`src/rtl/res_bcd_conv.sv`:
```
// Sequential binary-to-BCD converter (double dabble) for an ALU result.
// Takes one bit per clock and exposes the BCD value with valid/ack handshaking.
module res_bcd_conv #(
  parameter int width  = 8,
  parameter int digits = 5
) (
  input  logic                  clk_i,
  input  logic                  rst_n_i,
  input  logic [2*width-1:0]    res_i,
  input  logic                  start_i,
  output logic                  ready_o,
  output logic [4*digits-1:0]   bcd_o,
  output logic                  valid_o,
  output logic                  ovf_o,
  input  logic                  ack_i
);

  localparam int BW = 2 * width;
  localparam int DW = 4 * digits;
  localparam int CW = $clog2(BW + 1);
  localparam logic [CW-1:0] LAST_CNT = CW'(BW - 1);

  localparam logic [1:0] S_IDLE  = 2'd0;
  localparam logic [1:0] S_SHIFT = 2'd1;
  localparam logic [1:0] S_DONE  = 2'd2;

  logic [1:0]    state_q, state_d;
  logic [BW-1:0] bin_q, bin_d;
  logic [DW-1:0] acc_q, acc_d;
  logic [DW-1:0] bcd_q, bcd_d;
  logic          ovf_q, ovf_d;
  logic [CW-1:0] cnt_q, cnt_d;

  logic [DW-1:0] adj;
  logic [DW-1:0] acc_sh;
  logic [BW-1:0] bin_sh;
  logic          shift_out;

  always_comb begin
    // NOTE: every signal gets a default first so no path through the case leaves a latch.
    state_d = state_q;
    bin_d   = bin_q;
    acc_d   = acc_q;
    bcd_d   = bcd_q;
    ovf_d   = ovf_q;
    cnt_d   = cnt_q;

    // Pre-correct each digit so the following doubling carries in decimal.
    adj = acc_q;
    for (int i = 0; i < digits; i++) begin
      if (acc_q[4*i +: 4] >= 4'd5) adj[4*i +: 4] = acc_q[4*i +: 4] + 4'd3;
    end
    {shift_out, acc_sh, bin_sh} = {adj, bin_q, 1'b0};

    case (state_q)
      S_IDLE: begin
        if (start_i) begin
          bin_d   = res_i;
          acc_d   = '0;
          ovf_d   = 1'b0;
          cnt_d   = '0;
          state_d = S_SHIFT;
        end
      end
      S_SHIFT: begin
        bin_d = bin_sh;
        acc_d = acc_sh;
        ovf_d = ovf_q | shift_out;
        cnt_d = cnt_q + CW'(1);
        // Only the final shift publishes the result, so bcd_o never shows partial values.
        if (cnt_q == LAST_CNT) begin
          bcd_d   = acc_sh;
          state_d = S_DONE;
        end
      end
      S_DONE: begin
        if (ack_i) state_d = S_IDLE;
      end
      default: state_d = S_IDLE;
    endcase
  end

  // NOTE: sequential state uses non-blocking assignments so all registers update together.
  always_ff @(posedge clk_i) begin
    if (!rst_n_i) begin
      state_q <= S_IDLE;
      bin_q   <= '0;
      acc_q   <= '0;
      bcd_q   <= '0;
      ovf_q   <= 1'b0;
      cnt_q   <= '0;
    end else begin
      state_q <= state_d;
      bin_q   <= bin_d;
      acc_q   <= acc_d;
      bcd_q   <= bcd_d;
      ovf_q   <= ovf_d;
      cnt_q   <= cnt_d;
    end
  end

  assign ready_o = (state_q == S_IDLE);
  assign valid_o = (state_q == S_DONE);
  assign bcd_o   = bcd_q;
  assign ovf_o   = ovf_q;

endmodule

```
`config.mk`:
```
export PLATFORM = sky130hd
export DESIGN_NAME = res_bcd_conv
export DESIGN_NICKNAME = d
export VERILOG_FILES = /design/src/rtl/res_bcd_conv.sv
export SDC_FILE = /design/constraint.sdc
export NUM_CORES = 1
export LEC_CHECK = 0
export ABC_AREA = 1
export CAP_MARGIN = 20
export CORE_MARGIN = 3
export CORE_UTILIZATION = 49
export DETAILED_ROUTE_END_ITERATION = 16
export PLACE_DENSITY = 0.72
export RECOVER_POWER = 50
export REMOVE_ABC_BUFFERS = 1
export SLEW_MARGIN = 15
export SYNTH_ARGS = -nofsm -noshare
export SYNTH_HDL_FRONTEND = slang
export SYNTH_SLANG_ARGS = --single-unit
```
`constraint.sdc`:
```
create_clock -name clk_i -period 1.64 [get_ports clk_i]
set_clock_uncertainty 0.15 [all_clocks]
set_input_delay 0.164 -clock clk_i [delete_from_list [all_inputs] [get_ports clk_i]]
set_output_delay 0.164 -clock clk_i [all_outputs]
set_load 0.02 [all_outputs]
```
==> flow_metrics.py, run 1 <==
metrics = {
    "outcome": {
        "status": "complete, but fails checks",
        "violations": "negative setup slack",
    },
    "sta": {
        "whs_ns": 0.234,
        "slew_viol_final": 0,
        "fmax_mhz": 586,
        "final.min_clock_period_ns": 1.71,
        "worstMarginPinSlew_ns": 0.491,
        "fin_ws_ns": -0.0676,
        "slew_headroom_pct": 67.2,
        "setup_viol": 13,
        "rsz0062_at_grt": "true",
        "min_period_over_period_pct": 104,
        "finalHoldViolCount": 0,
    },
    "critical_path": {
        "cpLargestDelayFamily": "buffers and inverters",
        "worst_path_largest_cell_delay_ns": 0.36,
        "endpoint_kind": "flop",
        "worstPathMaxFanout": 5,
        "cp_slowest_cell": "dfxtp_2",
        "crit_chain": "ha_4 > inv_2 > nor3_2 > ha_2 > inv_2 > nor2_4 > buf_6 > buf_12 > o21ai_2 > a21o_1 > inv_1",
        "crit_top_cell": "inv_2",
        "worstPathRequired_ns": 1.77,
        "cp.arrival_ns": 1.84,
        "worstPathBufferInverterCount": 5,
        "worstSetupPathType": "flop to flop",
        "cp-start-kind": "flop",
    },
    "logic_synthesis": {
        "synth_cells": 435,
        "synth.top_cell.area_share_pct": 41.9,
        "synth.cell_area_um2": 3060,
        "seq_area_frac_synth_pct": 41.9,
        "synthFlopType": "dfxtp_1",
        "ys_types": 24,
        "synth_commonest_cells": "nand2_1, dfxtp_1, inv_1",
        "ys_warn_count": 0,
        "yosysMostFrequentCell": "nand2_1",
        "postSynthAreaPerCell_um2": 7.03,
        "synth-edff-count": 0,
        "synth.largest_area_cell": "dfxtp_1",
        "synth_seq_cells": 64,
        "ys_top_cells_by_area": "dfxtp_1, nand2_1, a21oi_1, inv_1, ha_1",
        "synthArstFlopShare_pct": 0,
    },
    "global_routing": {
        "grt_overflow_total": 0,
        "gr-usage-all-layers_pct": 20.1,
        "grt_pass1_vias": 2670,
        "grt_max_degree": 41,
        "antenna_found_initial": 0,
        "grt_pass1_wl_mm": 11.7,
    },
    "final_layout": {
        "fin_area_um2": 3920,
        "layout-drive-gt1-share_pct": 13.1,
        "nets": 517,
        "diodes": 0,
        "fin_util_pct": 65.4,
        "syn_to_final_growth_pct": 28.1,
    },
    "power": {
        "p_per_area_nw_per_um2": 826,
        "total_power_w": 0.00323,
        "power.leakage_nw": 1.71,
        "ir_drop_mv": 0.647,
    },
    "die": {
        "dieArea_um2": 7220,
        "die-height_um": 85.0,
        "initial_utilization_pct": 51.0,
        "rows": 28,
        "core_region_area_um2": 5990,
        "io_pins": 43,
        "dieWidth_um": 85.0,
    },
    "placement": {
        "dp_hpwl_mm": 4.33,
        "place_congestion": 0.847,
        "numPortBuffers": 42,
        "dp_slack_ns": -0.236,
        "placed_area_um2": 3610,
    },
    "detailed_routing": {
        "ant_nets": 0,
        "drtIter0Drc": 140,
        "viasPerCell": 5.12,
        "vias": 2891,
        "routedWlPerCell_um": 12.4,
        "drc_errors": 0,
        "routed_wl_mm": 7.03,
        "drt_pass1_iterations": 4,
    },
    "clocking": {
        "path_clk_slew_ns": 0.07,
        "cts-buffers-inserted": 9,
        "root_buffer": "clkbuf_8",
        "cts_tree": "yes",
        "htree_levels": 3,
        "cts_hold_buf": 0,
        "clockBufferDepth": 2,
        "clkSinkCount": 64,
        "insertion_delay_ns": 0.34,
    },
    "hold_path": {
        "hold_class": "input pin to flop",
    },
    "flow_run": {
        "maxCapViolCount": 0,
    },
}
report_power, final:
part / switching (W) / leakage [nW] / internal (W)
sequential: 0.0000198 / 0.521 / 0.00159
clock: 0.000605 / 0.101 / 0.000779
combinational: 0.000141 / 1.09 / 0.000104
total: 0.000766 / 1.71 / 0.00247
layout by cell type (no fill, tap or decap), drive strengths merged, types with 13 or more instances in the layout:
| cell | synthesis | routed |
|---|---|---|
| o21ai | 30 | 30 |
| clkbuf | 5 | 23 |
| inv | 55 | 55 |
| a21oi | 40 | 40 |
| nand2 | 134 | 134 |
| clkdlybuf4s50 | 0 | 24 |
| nor2 | 13 | 13 |
| buf | 14 | 15 |
| dfxtp | 64 | 64 |
| nand3 | 28 | 28 |
cell type report:
class	count	area (µm²)
Timing Repair Buffer	58	557
Sequential cell	64	1290
Tap cell	75	93.8
Fill cell	529	2080
Multi-Input combinational cell	296	1560
Clock buffer	11	151
Inverter	56	213
Clock inverter	5	55.1
flip-flops by register name, indices dropped and copies added (netlist names):
| name | flops |
|---|---|
| state_q | 2 |
| acc_q | 20 |
| cnt_q | 5 |
| bcd_o | 20 |
| ovf_o | 1 |
| bin_q | 16 |
kinds of logic (layout without fill, tap and decap cells):
logic type	Yosys count	count (layout)	share of synthesized area (%)
AO/OA/AOI/OAI	95	95	17.5
adder cells (fa/ha/maj)	12	12	4.91
buffers and inverters	75	130	9.99
flip-flops	64	64	41.9
multiplexers	1	1	0.327
AND/OR/NAND/NOR	188	188	25.4
worst paths after layout:
path	start	endpoint	slack (ns)	depth (start not counted)
hold reg to reg	bin_q[0]	bin_q[0]	0.31	2
setup reg to reg	cnt_q[0]	bcd_o[10]	-0.07	11
hold / removal	res_i[0]	bin_q[0]	0.23	3
setup / recovery	cnt_q[0]	bcd_o[10]	-0.07	11
layer usage:
metal / GRT usage (%) / wire length [µm] / vias up
met5: 0 / 0 / -
met4: 10.5 / 121 / 0
met3: 4.17 / 348 / 10
met2: 31.6 / 3170 / 74
met1: 25.9 / 3390 / 1299
li1: - / - / 1508
timing repair:
| action | 4_1_cts | 5_1_grt |
|---|---|---|
| gates resized for setup | 45 | 23 |
| gates cloned | 3 | 0 |
| setup endpoints to repair | 23 | 40 |
| setup buffers | 4 | 0 |
| pin swaps | 5 | 3 |
worst reg2reg max path, stage by stage (launching register included):
cell	delay (ns)
dfxtp_2	0.36
ha_4	0.14
inv_2	0.03
nor3_2	0.11
ha_2	0.19
inv_2	0.05
nor2_4	0.11
buf_6	0.15
buf_12	0.13
o21ai_2	0.05
a21o_1	0.15
inv_1	0.04
through the flow:
step	instances	setup TNS [ns]
after floorplan	416	-38.51
after global placement	543	-1.83
after detailed placement	543	-2.87
after CTS	566	-0.744
after global routing	565	-2.66
final	565	-0.477
(Power assumes the default switching activity.)
==> run 2: changes to the inputs <==
--- a/config.mk
+++ b/config.mk
@@ -12,7 +12,6 @@
 export DETAILED_ROUTE_END_ITERATION = 16
 export PLACE_DENSITY = 0.72
 export RECOVER_POWER = 50
-export REMOVE_ABC_BUFFERS = 1
 export SLEW_MARGIN = 15
 export SYNTH_ARGS = -nofsm -noshare
 export SYNTH_HDL_FRONTEND = slang
==> flow_metrics.py, run 2 (same netlist as run 1, synthesis figures left out) <==
metrics = {
    "power": {
        "power.switching_w": 0.000711,
        "ir_drop_mv": 0.518,
        "p_int_w": 0.00236,
        "pwr-share-comb_pct": 8.4,
        "power.leakage_nw": 1.70,
        "p_seq_share_pct": 52.3,
        "pwr-share-clk_pct": 39.3,
        "swShare_pct": 23.2,
        "p_per_area_nw_per_um2": 783,
    },
    "critical_path": {
        "cp.arrival_ns": 1.82,
        "reg2reg_to": "bcd_o[9]",
        "crit_top_cell": "inv_2",
        "worstSetupPathType": "flop to flop",
        "cpLargestDelayFamily": "buffers and inverters",
        "endpoint_kind": "flop",
        "reg2reg_depth": 11,
        "worst_path_largest_cell_delay_ns": 0.35,
        "crit_chain": "ha_4 > inv_2 > nor3_2 > ha_2 > inv_2 > nor2_4 > buf_6 > buf_16 > o21a_1 > o21ai_1 > inv_1",
        "worstPathMaxFanout": 7,
        "worstPathBufferInverterCount": 5,
        "cp_slowest_cell": "dfxtp_2",
        "worstPathRequired_ns": 1.77,
        "r2r_setup_slack_ns": -0.04,
        "reg2reg_from": "cnt_q[0]",
        "cp-start-kind": "flop",
    },
    "flow_run": {
        "maxCapViolCount": 0,
    },
    "detailed_routing": {
        "routed_wl_mm": 7.18,
        "drtIter0Drc": 173,
        "viasPerCell": 5.11,
        "ant_nets": 0,
        "drc_errors": 0,
        "vias": 2906,
        "routedWlPerCell_um": 12.6,
        "drt_pass1_iterations": 4,
    },
    "global_routing": {
        "grt_overflow_total": 0,
        "antenna_found_initial": 0,
        "grt_pass1_wl_mm": 12.0,
        "grt_pass1_vias": 2688,
        "grt_max_degree": 36,
        "gr-usage-all-layers_pct": 20.6,
    },
    "sta": {
        "slew_headroom_pct": 69.6,
        "setup_viol": 8,
        "finalHoldViolCount": 0,
        "slew_viol_final": 0,
        "final.min_clock_period_ns": 1.68,
        "fin_ws_ns": -0.0441,
        "fin_tns_setup_ns": -0.201,
        "rsz0062_at_grt": "true",
        "fmax_mhz": 594,
        "worstMarginPinSlew_ns": 0.456,
        "min_period_over_period_pct": 103,
    },
    "die": {
        "dieWidth_um": 85.0,
        "die-height_um": 85.0,
        "rows": 28,
        "io_pins": 43,
        "core_region_area_um2": 5990,
        "dieArea_um2": 7220,
        "initial_utilization_pct": 51.0,
    },
    "outcome": {
        "violations": "negative setup slack",
        "status": "complete, but fails checks",
    },
    "final_layout": {
        "syn_to_final_growth_pct": 28.3,
        "final_common_cell": "nand2_1",
        "diodes": 0,
        "layout_common_cells": "nand2_1, dfxtp_1, inv_1",
        "ff_latch_area_um2": 1290,
        "fill_cells": 531,
        "multi_input_area_um2": 1520,
        "fin_area_um2": 3920,
        "nets": 523,
        "fin_util_pct": 65.5,
        "layout-drive-gt1-share_pct": 11.7,
    },
    "hold_path": {
        "hold_class": "input pin to flop",
        "holdCritStartpoint": "res_i[0]",
        "hold_path_end": "bin_q[0]",
        "min_path_cells": 3,
    },
    "clocking": {
        "htree_levels": 3,
        "clockBufferDepth": 2,
        "clkSinkCount": 64,
        "cts_tree": "yes",
        "root_buffer": "clkbuf_8",
        "path_clk_slew_ns": 0.06,
        "cts-buffers-inserted": 9,
        "insertion_delay_ns": 0.34,
    },
    "placement": {
        "numPortBuffers": 42,
        "dp_slack_ns": -0.162,
        "dp_hpwl_mm": 4.58,
        "place_congestion": 0.884,
        "placed_area_um2": 3680,
    },
    "logic_synthesis": {
        "synth_nets": 467,
    },
}
[run 2: cell types whose count changed in the layout (fill, tap and decap cells not counted), moves of 3 or more]
cell	before	now
dlygate4sd2_1	6	3
clkbuf_1	11	8
o21ai_2	7	3
buf_4	6	11
o21ai_0	18	21
clkdlybuf4s50_1	24	33
nand3_2	4	1
nand3_1	24	27
[run 2: worst max path at each step]
stage | from | endpoint | slack [ns] | depth (start not counted)
after detailed placement | cnt_q[0] | bcd_o[1] | -0.16 | 9
after global routing | cnt_q[0] | bcd_o[13] | -0.13 | 11
final | cnt_q[0] | bcd_o[9] | -0.04 | 11
after global placement | cnt_q[0] | bcd_o[9] | -0.07 | 9
after floorplan | cnt_q[0] | bcd_o[13] | 0.006 | 10
after CTS | cnt_q[0] | bcd_o[10] | -0.09 | 11
[run 2: layer usage]
layer	vias to the layer above	track usage, %	routed length, µm
met2	69	33.8	3380
met3	8	6.31	376
li1	1519	-	-
met4	0	6.62	82
met1	1310	25.8	3340
met5	-	0	0
[run 2: power groups by stage]
stage | sequential (W) | combinational, W | clock [W]
2_1_floorplan | 0.00164 | 0.000140 | 0
3_3_place_gp | 0.00164 | 0.000260 | 0
3_5_place_dp | 0.00164 | 0.000264 | 0
4_1_cts | 0.00161 | 0.000266 | 0.00124
5_1_grt | 0.00161 | 0.000284 | 0.00131
6_report | 0.00161 | 0.000257 | 0.00121
[run 2: area by class of cell]
class,instances,area share [%]
multi-input combinational,296,38.9
sequential,64,32.9
timing repair buffer,64,16.0
inverter,56,5.49
clock buffer,14,4.40
tap,75,2.39
[run 2: repair_timing]
| action | CTS | global route |
|---|---|---|
| cloned | 2 | 0 |
| setup buffers | 6 | 1 |
| endpoints found under the setup margin | 20 | 32 |
| hold buffers | 0 | 0 |
| gates resized for setup | 23 | 21 |
| pin swaps | 5 | 4 |
[run 2: through the flow]
stage	power, W	hold slack [ns]	std cells
after floorplan	0.00178	0.162	435
after detailed placement	0.00190	0.307	548
final	0.00307	0.243	569
after global placement	0.00190	0.300	548
after global routing	0.00320	0.262	569
after CTS	0.00311	0.236	570
[run 2: tightest hold or removal path: cells and delay by family]
family,cells,cell delay (ns)
compound gates,1,0.06
simple gates,1,0.06
buf+inv,1,0.39
